===== src/rtl/arrow_lane_sequencer.sv =====
// Arrow track producer: scrolls two 26-slot tracks at a fixed step rate,
// loads slot 0 from the chart stream, judges presses and keeps scores.
module arrow_lane_sequencer #(
  parameter int unsigned STEP_CYCLES    = 1666667,
  parameter int unsigned INDICATOR_HOLD = 25000000,
  parameter logic [15:0] SCORE_MAX      = 16'hFFFF
) (
  input  logic        clock,
  input  logic        reset,
  input  logic        play_enable,
  input  logic        chart_valid,
  input  logic [2:0]  chart_code,
  output logic        chart_ready,
  input  logic        p1_press_valid,
  input  logic [2:0]  p1_press_code,
  input  logic        p2_press_valid,
  input  logic [2:0]  p2_press_code,
  output logic [77:0] p1_arrow_array,
  output logic [77:0] p2_arrow_array,
  output logic [1:0]  p1_indicator,
  output logic [1:0]  p2_indicator,
  output logic [15:0] p1_score,
  output logic [15:0] p2_score,
  output logic        step_pulse
);

  localparam int unsigned CW = (STEP_CYCLES > 1) ? $clog2(STEP_CYCLES) : 1;
  localparam int unsigned HW = $clog2(INDICATOR_HOLD + 1);
  localparam logic [CW-1:0] STEP_LAST = CW'(STEP_CYCLES - 1);
  localparam logic [HW-1:0] HOLD_LOAD = HW'(INDICATOR_HOLD - 1);

  logic [CW-1:0] step_cnt;
  logic          step;

  logic [77:0] track_q [2];
  logic [77:0] track_d [2];
  logic [77:0] cleared [2];
  logic [1:0]  ind_q   [2];
  logic [HW-1:0] hold_q [2];
  logic [15:0] score_q [2];
  logic [15:0] score_d [2];
  logic [16:0] sum     [2];
  logic [1:0]  verdict [2];
  logic [1:0]  inc     [2];
  logic [1:0]  press_valid;
  logic [2:0]  press_code [2];
  logic [2:0]  ins;

  function automatic logic code_ok(input logic [2:0] c);
    return (c != 3'd0) && (c <= 3'd5);
  endfunction

  // Reset is gated in so a reset cycle never scrolls or consumes chart data.
  assign step        = play_enable && !reset && (step_cnt == STEP_LAST);
  assign step_pulse  = step;
  assign chart_ready = step;

  assign press_valid   = {p2_press_valid, p1_press_valid};
  assign press_code[0] = p1_press_code;
  assign press_code[1] = p2_press_code;

  assign p1_arrow_array = track_q[0];
  assign p2_arrow_array = track_q[1];
  assign p1_indicator   = ind_q[0];
  assign p2_indicator   = ind_q[1];
  assign p1_score       = score_q[0];
  assign p2_score       = score_q[1];

  // Judge on pre-step contents, then shift the (possibly cleared) track.
  always_comb begin
    ins = (chart_valid && code_ok(chart_code)) ? chart_code : 3'd0;
    for (int p = 0; p < 2; p++) begin
      cleared[p] = track_q[p];
      verdict[p] = 2'b00;
      inc[p]     = 2'd0;
      if (play_enable && press_valid[p] && code_ok(press_code[p])) begin
        verdict[p] = 2'b01;
        if (track_q[p][71:69] == press_code[p]) begin
          verdict[p] = 2'b11;
          inc[p]     = 2'd2;
          cleared[p][71:69] = 3'd0;
        end else if (track_q[p][68:66] == press_code[p]) begin
          verdict[p] = 2'b10;
          inc[p]     = 2'd1;
          cleared[p][68:66] = 3'd0;
        end else if (track_q[p][74:72] == press_code[p]) begin
          verdict[p] = 2'b10;
          inc[p]     = 2'd1;
          cleared[p][74:72] = 3'd0;
        end
      end
      if (step && (verdict[p] == 2'b00) && (track_q[p][77:75] != 3'd0)) begin
        verdict[p] = 2'b01;
      end
      track_d[p] = step ? {cleared[p][74:0], ins} : cleared[p];
      sum[p]     = {1'b0, score_q[p]} + 17'(inc[p]);
      score_d[p] = (sum[p] > {1'b0, SCORE_MAX}) ? SCORE_MAX : sum[p][15:0];
    end
  end

  always_ff @(posedge clock) begin
    if (reset) begin
      step_cnt <= '0;
      for (int p = 0; p < 2; p++) begin
        track_q[p] <= '0;
        ind_q[p]   <= 2'b00;
        hold_q[p]  <= '0;
        score_q[p] <= '0;
      end
    end else begin
      if (play_enable) begin
        step_cnt <= step ? '0 : step_cnt + CW'(1);
      end
      for (int p = 0; p < 2; p++) begin
        track_q[p] <= track_d[p];
        score_q[p] <= score_d[p];
        // Hold timer runs regardless of play_enable.
        if (verdict[p] != 2'b00) begin
          ind_q[p]  <= verdict[p];
          hold_q[p] <= HOLD_LOAD;
        end else if (hold_q[p] != '0) begin
          hold_q[p] <= hold_q[p] - HW'(1);
        end else begin
          ind_q[p] <= 2'b00;
        end
      end
    end
  end

endmodule


===== config.mk =====
export PLATFORM = sky130hd
export DESIGN_NAME = arrow_lane_sequencer
export DESIGN_NICKNAME = d
export VERILOG_FILES = /design/src/rtl/arrow_lane_sequencer.sv
export SDC_FILE = /design/constraint.sdc
export NUM_CORES = 1
export LEC_CHECK = 0
export ABC_CLOCK_PERIOD_IN_PS = 3160
export CAP_MARGIN = 10
export CORE_MARGIN = 2
export CORE_UTILIZATION = 28
export DETAILED_ROUTE_END_ITERATION = 8
export GPL_TIMING_DRIVEN = 0
export PLACE_DENSITY_LB_ADDON = 0.3
export SETUP_SLACK_MARGIN = 0.5
export SLEW_MARGIN = 20
export SYNTH_ARGS = -nofsm -noshare
export SYNTH_HDL_FRONTEND = slang
export SYNTH_SLANG_ARGS = --single-unit

===== constraint.sdc =====
create_clock -name clock -period 3.16 [get_ports clock]
set_clock_uncertainty 0.1 [all_clocks]
set_input_delay 0.632 -clock clock [delete_from_list [all_inputs] [get_ports clock]]
set_output_delay 0.632 -clock clock [all_outputs]
set_load 0.02 [all_outputs]

==> results of run 1 <==
==> through the flow <==
| stage | setup slack, ps | power, uW |
|---|---|---|
| 5_1_grt | 337 | 5550 |
| 3_3_place_gp | -992 | 3100 |
| 6_report | 378 | 5340 |
| 3_5_place_dp | -970 | 3100 |
| 2_1_floorplan | 355 | 3000 |
| 4_1_cts | 414 | 5350 |
==> worst max path at each step <==
| stage | startpoint | end | slack [ps] | cells past startpoint |
|---|---|---|---|---|
| floorplan | play_enable | score_q[0][10]$_SDFF_PP0_ | 350 | 13 |
| global placement | play_enable | step_pulse | -990 | 8 |
| detailed placement | play_enable | step_pulse | -970 | 8 |
| CTS | step_cnt[0]$_SDFFE_PP0P_ | step_pulse | 410 | 9 |
| global route | hold_q[0][13]$_SDFFCE_PN0P_ | hold_q[0][12]$_SDFFCE_PN0P_ | 340 | 6 |
| finish | hold_q[0][13]$_SDFFCE_PN0P_ | hold_q[0][13]$_SDFFCE_PN0P_ | 380 | 6 |
==> placed cells by master, fill, tap and decap left out, types with 5 or more instances in the layout <==
cell type	instances
clkbuf_16	20
nand3_1	60
buf_4	177
nor4_1	12
inv_1	16
a21oi_2	30
dfxtp_2	5
clkbuf_1	32
nor3_1	23
nand2_1	161
a21oi_1	109
xor2_1	45
ha_1	5
or3_1	11
dfxtp_1	136
nand4_1	12
clkdlybuf4s50_1	196
nor2_1	63
edfxtp_1	52
and3_1	8
or3_4	8
xnor2_1	55
mux2i_1	17
buf_6	18
==> final cells by class <==
cell class / count / area (um^2) / area share, %
Clock buffer: 19 / 433 / 3.06
Timing Repair Buffer: 254 / 2470 / 17.5
Inverter: 20 / 77.6 / 0.549
Tap cell: 455 / 569 / 4.03
Sequential cell: 197 / 4490 / 31.8
Clock inverter: 13 / 155 / 1.10
Multi-Input combinational cell: 707 / 4560 / 32.3
Buffer: 188 / 1370 / 9.73
==> state kept, by name, indices dropped and copies added, names as in the netlist <==
register  flops
hold_q       50
score_q      32
track_q      90
step_cnt     21
ind_q         4
==> logic make-up (layout without fill, tap and decap cells) <==
kind of cell,after synthesis,in the layout,synth area share [%]
AOI/OAI and AO/OA,159,159,8.60
xor gates and xnor gates,103,103,9.12
adders and majority gates,10,10,1.42
buffers and inverters,208,494,13.6
DFF,197,197,45.1
muxes,17,17,1.72
and+or+nand+nor,416,418,20.5
==> worst register-to-register path, cell delays in order, from the launching register on <==
cell and delay [ps]:
edfxtp_1 420, or3_4 390, or3_4 330, buf_6 120, or4b_4 600, buf_4 170
or3_4 390
==> power by group through the flow <==
stage / Combinational (uW) / Sequential [uW] / Clock, uW
3_3_place_gp: 329 / 2770 / 0
2_1_floorplan: 235 / 2760 / 0
5_1_grt: 450 / 2730 / 2380
3_5_place_dp: 335 / 2770 / 0
4_1_cts: 377 / 2710 / 2260
6_report: 410 / 2720 / 2220
==> layer usage <==
metal	vias to the layer above	routed length, um	part of all wire [%]
met5	-	0	0
met4	0	391	1.4
met3	22	1400	5.0
met2	142	13800	50
li1	4194	-	-
met1	4010	12200	44
==> what timing repair did <==
item | in CTS | in global routing
pin swaps | 20 | 19
resized for setup | 95 | 59
gates cloned | 6 | 0
buffers inserted | 30 | 11
setup endpoints to repair | 233 | 134
==> flow_metrics.tcl, run 1 <==
set metrics [dict create \
    dp.cells 1774 \
    start_util_pct 28.6 \
    cellPowerDensity_nw_per_um2 378 \
    ant_nets 0 \
    ys_seq_area_share_pct 45.1 \
    core_um2 34600 \
    syn_inst 1110 \
    timing.hold.ws_ps 378 \
    io_pins 209 \
    crit_type "reg2reg" \
    rsz0062_at_grt "yes" \
    grt_use_met2_pct 25.6 \
    cpLargestDelayFamily "simple AND/OR/NAND/NOR gates" \
    yosysTopAreaCellShare_pct 29.3 \
    synthesis.nets 1135 \
    postLayoutCellArea_um2 14100 \
    slowest_delay_ps 600 \
    yosys.area.top_type "dfxtp_1" \
    post-route-util_pct 40.8 \
    syn_to_final_growth_pct 42.8 \
    netlist_area_um2 9890 \
    cp_max_fo 7 \
    overflow 0 \
    yosys_warnings 0 \
    cts_buffers 17 \
    slew_viol_final 0 \
    grt_pass1_vias 8283 \
    end_kind "register" \
    crit_arrival_ps 2860 \
    hold_start "track_q[0][76]$_SDFFE_PP0P_" \
    final_hold_viol_count 0 \
    leakagePower_uw 0.00524 \
    rows 68 \
    synth_edf_count 52 \
    place_hpwl_mm 20.1 \
    grt_usage_pct 15.2 \
    holdPathStages 2 \
    ys_ff_latch 197 \
    p_seq_share_pct 50.8 \
    cts_tree "done" \
    drc 0 \
    r2r_slack_ps 380 \
    clock_sinks 197 \
    grt_pass1_wl_mm 44.4 \
    fmax_mhz 359 \
    fin_cells 1853 \
    placed_area_um2 12800 \
    synth_ff_type "dfxtp_1" \
    async_reset_ff_share_pct 0 \
    synth_cell_type_count 53 \
    reg2regPathDepth 6 \
    reg2reg_to "hold_q[0][13]$_SDFFCE_PN0P_" \
    tns_ps 0 \
    hold_path.class "reg2reg" \
    synth.most_common_cell "nand2_1" \
    cts_max_level 4 \
    swShare_pct 23.5 \
    grtUsageMet3_pct 4.20 \
    max_cap_violations 0 \
    p_sw_uw 1260 \
    first_iter_violations 478 \
    vdd_drop_max_mv 0.332 \
    die-area_um2 36900 \
    layout_min_cycle_time_ps 2780 \
    clk_pin_slew_ps 70 \
    use_met1_pct 19.3 \
    fp.dieW_um 192 \
    dr.pass1.iters 5 \
    busiest_layer "met2" \
    p_int_uw 4090 \
    status "finished clean" \
    drive_gt1_share_pct 24.2 \
    synth.area.top_cells "dfxtp_1 (29%), edfxtp_1 (16%), buf_4 (11%), a21oi_1 (7.0%), nand2_1 (6.3%)" \
    crit_buf_inv 2 \
    place_congestion 0.779 \
    vias 8368 \
    viasPerCell 4.52 \
    worst-endpoint-required_ps 3240 \
    synthTopCellsByCount "nand2_1 (165), dfxtp_1 (145), a21oi_1 (139), buf_4 (139), nor2_1 (66)" \
    cp_slowest_cell "or4b_4" \
    cts_root_buf "clkbuf_16" \
    fill_cells 3448 \
    worst_pin_slew_ps 873 \
    num-nets-final 1410 \
    insertion_delay_ps 440 \
    setup_viol_count_final 0 \
    clkPwrFrac_pct 41.5 \
    cp-start-kind "register" \
    antenna_found_initial 0 \
    timing.critical_path.mode_cell "or3_4" \
    slew_headroom_pct 41.3 \
    grt_start_max_net_pins 17 \
    drt_wl_total_mm 27.8 \
    clockBufferDepth 2 \
    min_to "track_q[0][76]$_SDFFE_PP0P_" \
    port_buffers 207 \
    diodes 0 \
    syn-mean-instance-area_um2 8.91 \
    holdBufCountCts 0 \
    r2r-start "hold_q[0][13]$_SDFFCE_PN0P_" \
    min_period_over_period_pct 88.0 \
    die_h_um 192 \
    pwr-share-comb_pct 7.7 \
    crit_chain "or3_4 -> or3_4 -> buf_6 -> or4b_4 -> buf_4 -> or3_4" \
    routedWlPerCell_um 15.0 \
]
No activity file was read; power rests on OpenSTA's default activity.
==> run 2: changes to the inputs <==
Settings changed: SLEW_MARGIN 20 to 30.
==> results of run 2 <==
Final layout, timing and power as in run 1 (identical DEF).
==> run 3: changes to the inputs <==
Settings changed: CORE_MARGIN 2 to 1.5.
==> run 3 against run 2 <==
Effect of this change: routed wire length shrank 0.59%; first-iteration DRC count grew 5.6%; cell area grew 0.53%; sequential share of layout area shrank 0.20 points; clock power grew 2%; register-to-register slack gained 40 ps; global-route usage shrank 0.069 points; power grew 0.91%; largest cell class unchanged; critical endpoint is now hold_q[1][19]$_DFFE_PP_.
==> flow_metrics.tcl, run 3 (synthesized netlist as in run 1, its figures left out) <==
set metrics [dict create \
    syn_to_final_growth_pct 43.5 \
    grt_start_max_net_pins 17 \
    cts_root_buf "clkbuf_16" \
    cts_tree "done" \
    post-route-util_pct 41.0 \
    slew_headroom_pct 38.5 \
    slowest_delay_ps 530 \
    crit_buf_inv 4 \
    die-area_um2 36500 \
    worst_pin_slew_ps 914 \
    fp.dieW_um 191 \
    overflow 0 \
    dp.cells 1774 \
    worst-endpoint-required_ps 3230 \
    ant_nets 0 \
    max_cap_violations 0 \
    port_buffers 207 \
    setup_viol_count_final 0 \
    placed_area_um2 12800 \
    status "finished clean" \
    grt_use_met2_pct 25.6 \
    die_h_um 191 \
    antenna_found_initial 0 \
    p_int_uw 4150 \
    seqCellArea_um2 4480 \
    crit_type "reg2reg" \
    fill_cells 3418 \
    hold_path.class "reg2reg" \
    insertion_delay_ps 430 \
    vdd_drop_max_mv 0.279 \
    largest-register "track_q" \
    grtUsageMet3_pct 3.78 \
    final_hold_viol_count 0 \
    busiest_layer "met2" \
    largest_reg_flops 90 \
    pwr-share-comb_pct 7.7 \
    drc 0 \
    place_hpwl_mm 19.9 \
    clock_sinks 197 \
    vias 8400 \
    place_congestion 0.793 \
    holdBufCountCts 0 \
    multiInputGateArea_um2 4570 \
    leakagePower_uw 0.00528 \
    rsz0062_at_grt "yes" \
    clockBufferDepth 2 \
    io_pins 209 \
    layout_min_cycle_time_ps 2740 \
    p_seq_share_pct 50.4 \
    cts_buffers 17 \
    fmax_mhz 364 \
    drt_wl_total_mm 27.6 \
    cellPowerDensity_nw_per_um2 380 \
    crit_arrival_ps 2810 \
    grt_usage_pct 15.2 \
    cp_slowest_cell "or4b_4" \
    swShare_pct 23.1 \
    fin_cells 1855 \
    p_sw_uw 1240 \
    dr.pass1.iters 5 \
    cpLargestDelayFamily "simple AND/OR/NAND/NOR gates" \
    top_regs "track_q x90, hold_q x50, score_q x32" \
    use_met1_pct 18.8 \
    postLayoutCellArea_um2 14200 \
    clkPwrFrac_pct 41.9 \
    num-nets-final 1412 \
    end_kind "register" \
    rows 68 \
    grt_pass1_wl_mm 44.0 \
    crit_chain "or3_4 -> or3_4 -> buf_6 -> or4b_4 -> o21ai_4 -> buf_12 -> buf_12 -> buf_8 -> mux2i_1" \
    min_period_over_period_pct 86.8 \
    clk_pin_slew_ps 80 \
    start_util_pct 28.6 \
    layout_commonest_cell "clkdlybuf4s50_1" \
    viasPerCell 4.53 \
    layout_common_cells "clkdlybuf4s50_1 (196), buf_4 (179), nand2_1 (161)" \
    core_um2 34600 \
    diodes 0 \
    routedWlPerCell_um 14.9 \
    grt_pass1_vias 8330 \
    cts_max_level 4 \
    drive_gt1_share_pct 24.6 \
    cp-start-kind "register" \
    first_iter_violations 505 \
    slew_viol_final 0 \
    cp_max_fo 5 \
]
## run 3: final timing paths
check / end / depth (start not counted) / slack (ps) / startpoint
worst min register to register: track_q[0][76]$_SDFFE_PP0P_ / 2 / 370 / track_q[0][76]$_SDFFE_PP0P_
worst min-delay path: track_q[0][76]$_SDFFE_PP0P_ / 2 / 370 / track_q[0][76]$_SDFFE_PP0P_
worst max register to register: hold_q[1][19]$_DFFE_PP_ / 9 / 420 / hold_q[0][12]$_SDFFCE_PN0P_
worst max-delay path: hold_q[1][19]$_DFFE_PP_ / 9 / 420 / hold_q[0][12]$_SDFFCE_PN0P_
## run 3: what timing repair did
action	in CTS	in global routing
pin swaps	21	15
resized for setup	86	62
endpoints found under the setup margin	243	169
gates cloned	7	1
buffers inserted	30	11
## run 3: routing by layer
layer | up-vias | part of all wire (%)
met3 | 29 | 5.2
met5 | - | 0
met2 | 161 | 49
li1 | 4214 | -
met4 | 0 | 2.0
met1 | 3996 | 44
## run 3: final cells by class
type                       count  share of cell area, %
buffer                       188                   9.73
clock buffer                  21                   3.39
clock inverter                11                  0.952
inverter                      20                  0.546
multi-input combinational    708                   32.1
sequential                   197                   31.6
tap                          455                   4.01
timing repair buffer         255                   17.7
## run 3: metrics by stage
stage	hold slack [ps]	setup TNS [ps]	power, uW	setup WS, ps
floorplan	340	0	3000	355
global placement	361	-70980	3100	-1080
detailed placement	364	-61240	3100	-1060
CTS	373	0	5410	390
global route	408	0	5610	344
finish	371	0	5390	416
## run 3: worst reg2reg max path, stage by stage (launching register included)
cell and delay [ps]:
edfxtp_1 400, or3_4 400, or3_4 340, buf_6 120
or4b_4 530, o21ai_4 170, buf_12 140, buf_12 110
buf_8 100, mux2i_1 60
## run 3: power groups by stage
stage | Sequential (uW) | Combinational (uW) | Clock [uW]
2_1_floorplan | 2760 | 235 | 0
3_3_place_gp | 2770 | 329 | 0
3_5_place_dp | 2770 | 334 | 0
5_1_grt | 2730 | 456 | 2420
4_1_cts | 2720 | 378 | 2320
6_report | 2720 | 414 | 2260
